`src/rtl/imm_ext_arbiter.sv`:
```
// Two-requester round-robin arbiter feeding one shared immediate-extension unit
// and a single-entry result register with full back-to-back throughput.
module imm_ext_arbiter #(
  parameter int TAGW = 4
) (
  input  logic            clk,
  input  logic            reset,
  input  logic            req0_valid,
  input  logic [15:0]     req0_imm,
  input  logic [1:0]      req0_mode,
  input  logic [TAGW-1:0] req0_tag,
  output logic            req0_ready,
  input  logic            req1_valid,
  input  logic [15:0]     req1_imm,
  input  logic [1:0]      req1_mode,
  input  logic [TAGW-1:0] req1_tag,
  output logic            req1_ready,
  output logic            out_valid,
  output logic [31:0]     out_data,
  output logic            out_src,
  output logic [TAGW-1:0] out_tag,
  input  logic            out_ready
);

  // Handshake: a transfer happens on a rising edge where valid && ready are both 1.
  // reqN_ready depends only on the valids, prio, out_valid, out_ready and reset, so
  // it never loops back through the imm/mode/tag payload.
  typedef enum logic [1:0] {
    MODE_SEXT   = 2'b00,
    MODE_ZEXT   = 2'b01,
    MODE_UPPER  = 2'b10,
    MODE_BRANCH = 2'b11
  } mode_e;

  logic            prio;
  logic            space;
  logic            grant0;
  logic            grant1;
  logic            grant;
  logic [15:0]     sel_imm;
  logic [1:0]      sel_mode;
  logic [TAGW-1:0] sel_tag;
  logic [31:0]     ext_data;

  assign space  = !out_valid || out_ready;
  assign grant0 = !reset && space && req0_valid && (!req1_valid || (prio == 1'b0));
  assign grant1 = !reset && space && req1_valid && (!req0_valid || (prio == 1'b1));
  assign grant  = grant0 || grant1;

  assign req0_ready = grant0;
  assign req1_ready = grant1;

  always_comb begin
    sel_imm  = req0_imm;
    sel_mode = req0_mode;
    sel_tag  = req0_tag;
    if (grant1) begin
      sel_imm  = req1_imm;
      sel_mode = req1_mode;
      sel_tag  = req1_tag;
    end
  end

  always_comb begin
    ext_data = 32'h0;
    case (mode_e'(sel_mode))
      MODE_SEXT:   ext_data = {{16{sel_imm[15]}}, sel_imm};
      MODE_ZEXT:   ext_data = {16'h0, sel_imm};
      MODE_UPPER:  ext_data = {sel_imm, 16'h0};
      MODE_BRANCH: ext_data = {{14{sel_imm[15]}}, sel_imm, 2'b00};
      default:     ext_data = 32'h0;
    endcase
  end

  always_ff @(posedge clk) begin
    if (reset) begin
      out_valid <= 1'b0;
      out_data  <= 32'h0;
      out_src   <= 1'b0;
      out_tag   <= '0;
      prio      <= 1'b0;
    end else if (grant) begin
      out_valid <= 1'b1;
      out_data  <= ext_data;
      out_src   <= grant1;
      out_tag   <= sel_tag;
      // Priority moves to whichever requester lost (or was idle) this cycle.
      prio      <= grant0;
    end else if (out_ready) begin
      out_valid <= 1'b0;
    end
  end

endmodule

```
`config.mk`:
```
export PLATFORM = sky130hd
export DESIGN_NAME = imm_ext_arbiter
export DESIGN_NICKNAME = d
export VERILOG_FILES = /design/src/rtl/imm_ext_arbiter.sv
export SDC_FILE = /design/constraint.sdc
export NUM_CORES = 1
export LEC_CHECK = 0
export BUFFER_PORTS_ARGS = -buffer_cell sky130_fd_sc_hd__buf_2
export CAP_MARGIN = 20
export CORE_UTILIZATION = 32
export DETAILED_ROUTE_END_ITERATION = 10
export HOLD_SLACK_MARGIN = 0.08
export SYNTH_ARGS = -nofsm -noshare
export SYNTH_HDL_FRONTEND = slang
export SYNTH_SLANG_ARGS = --single-unit
```
`constraint.sdc`:
```
create_clock -name clk -period 2.9 [get_ports clk]
set_input_delay 0.58 -clock clk [delete_from_list [all_inputs] [get_ports clk]]
set_output_delay 0.58 -clock clk [all_outputs]
set_load 0.005 [all_outputs]
```
Yosys cells after proc, flatten, opt, wreduce, memory -nomap -nowiden
Cells that the tools add are included.
- register bits: 39
- bits of input ports: 49
- output and inout port bits: 40
- word-level logic and storage cells: 30
- equality and inequality tests: 3
- muxes and demuxes: 6
- bitwise operators: 1
- reductions and logical operators: 15
- operator list (operator ; count):
    $pmux W32 S4 ; 1
    $mux W16 ; 1
    $logic_and A1 B1 Y1 ; 5
    $eq A2 B2 Y1 const B ; 2
    $logic_not A1 Y1 ; 4
    $logic_or A1 B1 Y1 ; 4
    $mux W4 ; 1
    $eq A2 B1 Y1 const B ; 1
    $logic_not A2 Y1 ; 1
    $mux W1 ; 2
    $mux W2 ; 1
    $reduce_bool A2 Y1 ; 1
    $not A1 Y1 ; 1

Depth between registers and ports, before layout
Gate-level depths: netlist (run 1).
- word-level depth: 8
- depth in mapped cells: 9

Least setup slack after synthesis (run 1)
OpenSTA, ideal clock, no wires.
- path kind: in2out
- start point: input reset
- end point: output req1_ready
- arrival: 1694 ps
- path slack: 626 ps
- stages: 6
- path through: buf_6 > or4_4 > buf_6 > clkinv_4 > buf_6 > buf_4
- word-level cells in the longest chain between the ends: 4
- ends and longest elaborated chain (item ; RTL line ; RTL):
    from (decl) ; 7 ; input logic reset,
    $logic_not A1 Y1 ; 47 ; assign grant1 = !reset && space && req1_valid && (!req0_valid || (prio == 1'b1));
    $logic_and A1 B1 Y1 (3 in a row) ; 47 ;
    to (decl) ; 17 ; output logic req1_ready,
No other way between the ends.

Worst setup path in the final report (run 1)
- start point: input req1_valid
- end point: output req0_ready
- word-level cells in the longest chain between the ends: 3
- ends and longest elaborated chain (item ; RTL line ; RTL):
    from (decl) ; 13 ; input logic req1_valid,
    $logic_not A1 Y1 ; 46 ; assign grant0 = !reset && space && req0_valid && (!req1_valid || (prio == 1'b0));
    $logic_or A1 B1 Y1 ; 46 ;
    $logic_and A1 B1 Y1 ; 46 ;
    to (decl) ; 12 ; output logic req0_ready,
No other way between the ends.

==> metrics.md, run 1 <==
| Metric | Value |
|---|---|
| TritonCTS Buffers | `5` |
| Via count | `1925` |
| Slowest CP cell | `or4_4` |
| Syn nets | `266` |
| Min cycle time layout | `2.56 ns` |
| Relative slew slack | `0.277` |
| Largest cells by area after synthesis | `dfxtp_1, mux2i_1, a211oi_2, nand2b_1, nor2_1` |
| Cts repair resizes | `0` |
| Most instantiated library cell after synthesis | `dfxtp_1` |
| Top_reg_cell synth | `dfxtp_1` |
| Sw frac | `0.284` |
| P_sw | `approximately 390 µW` |
| Number of remaining DRC errors | `0` |
| Initial core utilization | `0.332` |
| Crit path DAT | `about 2.0 ns` |
| First-pass GRT wire length | `8760 µm` |
| Vias per std cell | `5.09` |
| Top Ports | `89` |
| Sequential fraction of the synthesis area | `0.394` |
| Max Cap Violations | `0` |
| Top-area cell type share of the netlist area | `0.394` |
| Simple-gate share of the synthesized area | `0.206` |
| Worst Clk Skew | `0.00472 ns` |
| Clock share of power | `0.332` |
| Power Internal | `a little under 1000 µW` |
| Final core area utilization | `0.433` |
| Post-route setup TNS | `0 ns` |
| Final hold viol count | `0` |
| Largest net degree at the start of global routing | `33` |
| Bufs on Longest Clock Path | `2` |
| Dpl ws | `0.291 ns` |
| Total Wirelength | `between 5000 and 6000 µm` |
| HP Class | `register to register` |
| Final period util | `0.883` |
| Synth warn | `0` |
| Core area | `slightly below 0.006 mm²` |
| Worst VDD drop | `between 200 and 250 µV` |
| Crit-path max cell delay | `0.68 ns` |
| Clk Tree Root Cell | `clkbuf_8` |
| Mapped Area | `0.00198 mm²` |
| Hold Buf Count CTS | `0` |
| Vias in the first global route | `1845` |
| Worst skew pair latency | `roughly 0.30 ns` |
| Synth Register Bits | `39` |
| Buf+Inv Stages, Crit Path | `4` |
| Wirelength per Cell | `15.0 µm` |
| Area growth, synth to finish | `30.2%` |
| Synth top cells by count | `dfxtp_1, nor2_1, nand2_1` |
| GP Congestion | `approximately 0.80` |
| Power Dens Cells | `536 mW/mm²` |
| Post-CTS Repair Setup Buffers | `0` |
| Overall Global Routing Usage | `0.178` |
| Post-Syn Instances | `217` |
| Leakage | `0.00114 µW` |
| DIE AREA | `0.00650 mm²` |
| # rows | `28` |
| ANT cells | `0` |
| Number of flops mapped to enable cells by yosys | `0` |
| Largest family of logic cells by synthesized area | `compound AO/OA/AOI/OAI gates` |
| H-tree levels | `2` |
| Synth area leader | `dfxtp_1` |
| Synth Area in XOR/XNOR | `0` |
| Initial antenna violation count | `0` |
| Fin. max-slew vios | `0` |
| Clk pin slew, worst setup/hold paths | `0.08 ns` |
| Compound-Gate Fraction of Synth Area | `0.230` |
| Overflow after GRT | `0` |
| Hpwl dp | `4170 µm` |
| CTS tree | `built` |
| Syn_area_per_cell | `9.12 µm²` |
| CP Cell Sequence | `buf_2 > inv_1 > or4_4 > clkinv_4 > nor2_1 > buf_2` |
| Top cell family by delay on the critical path | `simple AND/OR/NAND/NOR gates` |
| DR pass1 iterations | `4` |
| Final WS setup | `~0.34 ns` |
| Post-DRT Antenna Nets | `0` |
| Crit-path most repeated cell | `buf_2` |
| RSZ-0062 raised after global routing | `no` |
| Fmax | `391 MHz` |
| Input/output buffers | `88` |
| Outcome | `complete, no violations` |
| Iteration-0 DRC Markers | `slightly below 100` |
| Crit. End Element | `output pin` |
| Nature of the critical path startpoint | `primary input` |
| Clock Sink Count | `39` |
| Nets | `351` |
| Chip Width | `80.7 µm` |
| Worst Setup Path Type | `primary input to output pin` |
| Die height | `a little over 80 µm` |
| Flop-to-flop setup slack | `between 0.6 and 0.7 ns` |
| Final setup violation count | `0` |
| Fraction of layout cells with a size suffix above 1 | `0.396` |
| Sequential share of power | `0.448` |
| Post-synth ARST share | `0` |
| CP required | `2.32 ns` |
| Mux cell area share after synthesis | `0.103` |
| Comb power frac | `0.219` |
| Distinct cells, synth | `36` |
| CP max FO | `32` |
| Post-synthesis adder-cell area fraction | `0` |
| Least-Margin Pin Slew | `1.08 ns` |
layout by cell type (no fill, tap or decap), types with 9 or more instances in the layout:
master    instances
buf_2            88
dfxtp_1          39
nor2_1           27
nand2_1          25
mux2i_1          17
nand2b_1         17
o221ai_1         11
o21ai_0           9
a211oi_2          9
power by group through the flow:
| stage | clock, µW | combinational (µW) | sequential, µW |
|---|---|---|---|
| final | 459 | 303 | 619 |
| after global routing | 491 | 337 | 625 |
| after CTS | 467 | 307 | 620 |
| after detailed placement | 0 | 305 | 632 |
| after global placement | 0 | 302 | 632 |
| after floorplan | 0 | 176 | 633 |
final cells by class:
| cell class | count | area (µm²) |
|---|---|---|
| multi-input combinational | 158 | 1080 |
| fill | 619 | 3380 |
| inverter | 3 | 16.3 |
| clock buffer | 5 | 68.8 |
| sequential | 39 | 781 |
| clock inverter | 3 | 43.8 |
| timing repair buffer | 95 | 493 |
| tap | 75 | 93.8 |
registers in the layout, summed over array words and instances, names as in the netlist:
signal / flops
out_valid: 1
out_tag: 4
out_src: 1
out_data: 32
prio: 1
logic make-up (layout without fill, tap and decap cells):
logic type | count (synthesis) | count (layout)
flops | 39 | 39
compound gates | 53 | 53
buf+inv | 20 | 106
simple gates | 86 | 86
mux | 19 | 19
routing by layer:
| metal | wire length (µm) | part of all wire | vias to the layer above | GRT usage |
|---|---|---|---|---|
| li1 | - | - | 962 | - |
| met1 | 2610 | 0.46 | 892 | 0.232 |
| met2 | 2620 | 0.46 | 59 | 0.287 |
| met3 | 287 | 0.051 | 12 | 0.0261 |
| met4 | 145 | 0.026 | 0 | 0.0839 |
| met5 | 0 | 0 | - | 0 |
stage by stage:
step,total power [µW],area (µm²),cells,hold WS (ns)
2_1_floorplan,808,1980,217,0.450
3_3_place_gp,933,2460,370,0.439
5_1_grt,1450,2580,378,0.494
3_5_place_dp,937,2460,370,0.444
6_report,1380,2580,378,0.463
4_1_cts,1390,2580,378,0.473
worst paths after layout:
kind | from | end | cells after the start
setup / recovery | req1_valid | req0_ready | 6
setup reg to reg | out_valid | out_data[20] | 6
hold reg to reg | out_data[9] | out_data[9] | 2
hold / removal | out_data[9] | out_data[9] | 2
worst min-delay path, cell delays in order, from the launching register on:
cell and delay (ns):
dfxtp_1 0.33, nand2_1 0.05, o221ai_1 0.06
(Power assumes the default switching activity.)
==> inputs of run 2 (changes only) <==
--- a/config.mk
+++ b/config.mk
@@ -10,6 +10,7 @@
 export CORE_UTILIZATION = 32
 export DETAILED_ROUTE_END_ITERATION = 10
 export HOLD_SLACK_MARGIN = 0.08
+export REMOVE_ABC_BUFFERS = 1
 export SYNTH_ARGS = -nofsm -noshare
 export SYNTH_HDL_FRONTEND = slang
 export SYNTH_SLANG_ARGS = --single-unit
==> run 2 against run 1 <==
Critical path depth unchanged; clock skew increased by 0.0042 ns; sequential power about the same; global-route usage grew 0.34 points; final cell count decreased by 0.26%; utilization hardly changed; first-iteration DRC count grew 33%; setup slack lost 0.0047 ns; sequential share of layout area about the same; largest cell class unchanged; highest routed layer unchanged.
==> metrics.md, run 2 (synthesis gave the netlist of run 1 again) <==
| Metric | Value |
|---|---|
| Most frequent cells in the layout | `buf_2, dfxtp_1, nor2_1 (unchanged)` |
| Via count | `1930 (was 1925)` |
| Non-Filler Instances | `377 (was 378)` |
| Number of remaining DRC errors | `0 (unchanged)` |
| Cell count of the worst reg-to-reg path | `6 (unchanged)` |
| DR pass1 iterations | `4 (unchanged)` |
| Final period util | `0.885 (was 0.883)` |
| CP required | `2.32 ns (about the same)` |
| Power Dens Cells | `540 mW/mm² (was 536 mW/mm²)` |
| Post-DRT Antenna Nets | `0 (unchanged)` |
| Fill count | `634 (was 619)` |
| Fraction of layout cells with a size suffix above 1 | `0.394 (was 0.396)` |
| Die height | `80.7 µm (unchanged)` |
| Min cycle time layout | `2.57 ns (was 2.56 ns)` |
| Slowest CP cell | `or4_4 (unchanged)` |
| Input/output buffers | `88 (unchanged)` |
| Initial core utilization | `0.332 (unchanged)` |
| Max Cap Violations | `0 (unchanged)` |
| Flop-to-flop setup slack | `0.64 ns (was 0.65 ns)` |
| Vias in the first global route | `1757 (was 1845)` |
| CTS tree | `built (unchanged)` |
| Fmax | `390 MHz (was 391 MHz)` |
| Relative slew slack | `0.344 (was 0.277)` |
| Hold Path Depth | `2 (unchanged)` |
| Hold path startpoint | `out_data[6] (was out_data[9])` |
| Cells after DPL | `368 (was 370)` |
| Leakage | `0.00114 µW (about the same)` |
| CP Cell Sequence | `buf_2 > inv_1 > or4_4 > clkinv_4 > nor2_1 > buf_2 (unchanged)` |
| Power Internal | `992 µW (was 990 µW)` |
| Comb power frac | `0.217 (was 0.219)` |
| Iteration-0 DRC Markers | `129 (was 97)` |
| Core area | `0.00596 mm² (unchanged)` |
| Post-route setup TNS | `0 ns (unchanged)` |
| Final WS setup | `0.335 ns (was 0.339 ns)` |
| Most common cell after layout, fill and taps aside | `buf_2 (unchanged)` |
| Multi-input gate area | `0.00108 mm² (unchanged)` |
| Wirelength per Cell | `14.9 µm (was 15.0 µm)` |
| Dpl ws | `0.243 ns (was 0.291 ns)` |
| GP Congestion | `0.857 (was 0.801)` |
| Vias per std cell | `5.12 (was 5.09)` |
| Area growth, synth to finish | `30.1% (was 30.2%)` |
| Design area | `0.00257 mm² (was 0.00258 mm²)` |
| Post-CTS Repair Setup Buffers | `0 (unchanged)` |
| DIE AREA | `0.00650 mm² (unchanged)` |
| Max FFs per register | `32 (unchanged)` |
| Worst Setup Path Type | `primary input to output pin (unchanged)` |
| Top Ports | `89 (unchanged)` |
| Hold Buf Count CTS | `0 (unchanged)` |
| Fin. max-slew vios | `0 (unchanged)` |
| Sequential cell area | `781 µm² (unchanged)` |
| Nets | `350 (was 351)` |
| Final hold viol count | `0 (unchanged)` |
| Overall Global Routing Usage | `0.182 (was 0.178)` |
| Hpwl dp | `4050 µm (was 4170 µm)` |
| RSZ-0062 raised after global routing | `no (unchanged)` |
| Least-Margin Pin Slew | `0.983 ns (was 1.08 ns)` |
| Final setup violation count | `0 (unchanged)` |
| Cts repair resizes | `0 (unchanged)` |
| Crit. End Element | `output pin (unchanged)` |
| Largest reg by FF count | `out_data (unchanged)` |
| Crit path DAT | `1.99 ns (was 1.98 ns)` |
| Crit-path most repeated cell | `buf_2 (unchanged)` |
| Overflow after GRT | `0 (unchanged)` |
| Nature of the critical path startpoint | `primary input (unchanged)` |
| CP max FO | `32 (unchanged)` |
| HP Class | `register to register (unchanged)` |
| Worst skew pair latency | `0.30 ns (about the same)` |
| ANT cells | `0 (unchanged)` |
| Worst Clk Skew | `0.00891 ns (was 0.00472 ns)` |
| Chip Width | `80.7 µm (unchanged)` |
| Hold EP | `out_data[6] (was out_data[9])` |
| Clk Tree Root Cell | `clkbuf_8 (unchanged)` |
| Sw frac | `0.287 (was 0.284)` |
| # rows | `28 (unchanged)` |
| Bufs on Longest Clock Path | `2 (unchanged)` |
| Total Wirelength | `5630 µm (was 5670 µm)` |
| Largest net degree at the start of global routing | `33 (unchanged)` |
| R2r endpoint | `out_data[19] (was out_data[20])` |
| Clock share of power | `0.338 (was 0.332)` |
| Top flop regs | `out_data: 32 flops, out_tag: 4 flops (unchanged)` |
| First-pass GRT wire length | `8830 µm (was 8760 µm)` |
| Crit-path max cell delay | `0.69 ns (was 0.68 ns)` |
| P_sw | `400 µW (was 392 µW)` |
| H-tree levels | `2 (unchanged)` |
| TritonCTS Buffers | `5 (unchanged)` |
| Initial antenna violation count | `0 (unchanged)` |
| Clk pin slew, worst setup/hold paths | `0.08 ns (about the same)` |
| Sequential share of power | `0.445 (was 0.448)` |
| Tot Pwr | `1390 µW (was 1380 µW)` |
| Outcome | `complete, no violations (unchanged)` |
| Worst VDD drop | `208 µV (was 213 µV)` |
| Placed cell area | `0.00245 mm² (was 0.00246 mm²)` |
| Clock Sink Count | `39 (unchanged)` |
| FF-to-FF Start | `prio (was out_valid)` |
==> run 2: changes by cell type in the layout (fill, tap and decap cells not counted) <==
cell | before | now
inv_6 | 0 | 1
clkinv_4 | 2 | 1
clkinvlp_4 | 0 | 1
clkinv_2 | 1 | 0
buf_4 | 7 | 5
buf_6 | 0 | 1
==> run 2: cell type report <==
type / instances / area share
multi-input cells: 158 / 0.419
repair buffers: 94 / 0.190
flip-flops and latches: 39 / 0.303
well taps: 75 / 0.0364
inverters: 3 / 0.00632
clock inverters: 3 / 0.0180
clock buffers: 5 / 0.0267
==> run 2: how the worst max path moves through the flow <==
stage | slack [ns] | endpoint | startpoint | cells past startpoint
6_report | 0.33 | req0_ready | req1_valid | 6
3_3_place_gp | 0.35 | out_data[24] | req0_valid | 7
4_1_cts | 0.33 | req0_ready | req1_valid | 6
2_1_floorplan | -0.19 | out_data[8] | out_ready | 4
3_5_place_dp | 0.24 | out_data[20] | req0_valid | 7
5_1_grt | 0.17 | req0_ready | req0_valid | 6
==> run 2: metrics by stage <==
stage,hold WS [ns],util
6_report,0.470,0.432
5_1_grt,0.492,0.432
4_1_cts,0.474,0.430
3_5_place_dp,0.450,0.411
3_3_place_gp,0.449,0.411
2_1_floorplan,0.450,-
==> run 2: worst max-delay path, delay by kind of cell <==
family        cells  cell delay (ns)
simple gates      2             0.79
buf+inv           4             0.61
==> run 2: routing by layer <==
layer / global-route usage / up-vias / part of all wire
li1: - / 955 / -
met4: 0.0482 / 0 / 0.0085
met3: 0.0568 / 5 / 0.067
met5: 0 / - / 0
met2: 0.278 / 65 / 0.46
met1: 0.244 / 905 / 0.46
==> run 2: power by group through the flow <==
stage | sequential [µW] | clock, µW | combinational, µW
finish | 619 | 470 | 303
global route | 625 | 505 | 339
CTS | 619 | 478 | 303
detailed placement | 631 | 0 | 302
global placement | 632 | 0 | 298
floorplan | 633 | 0 | 153
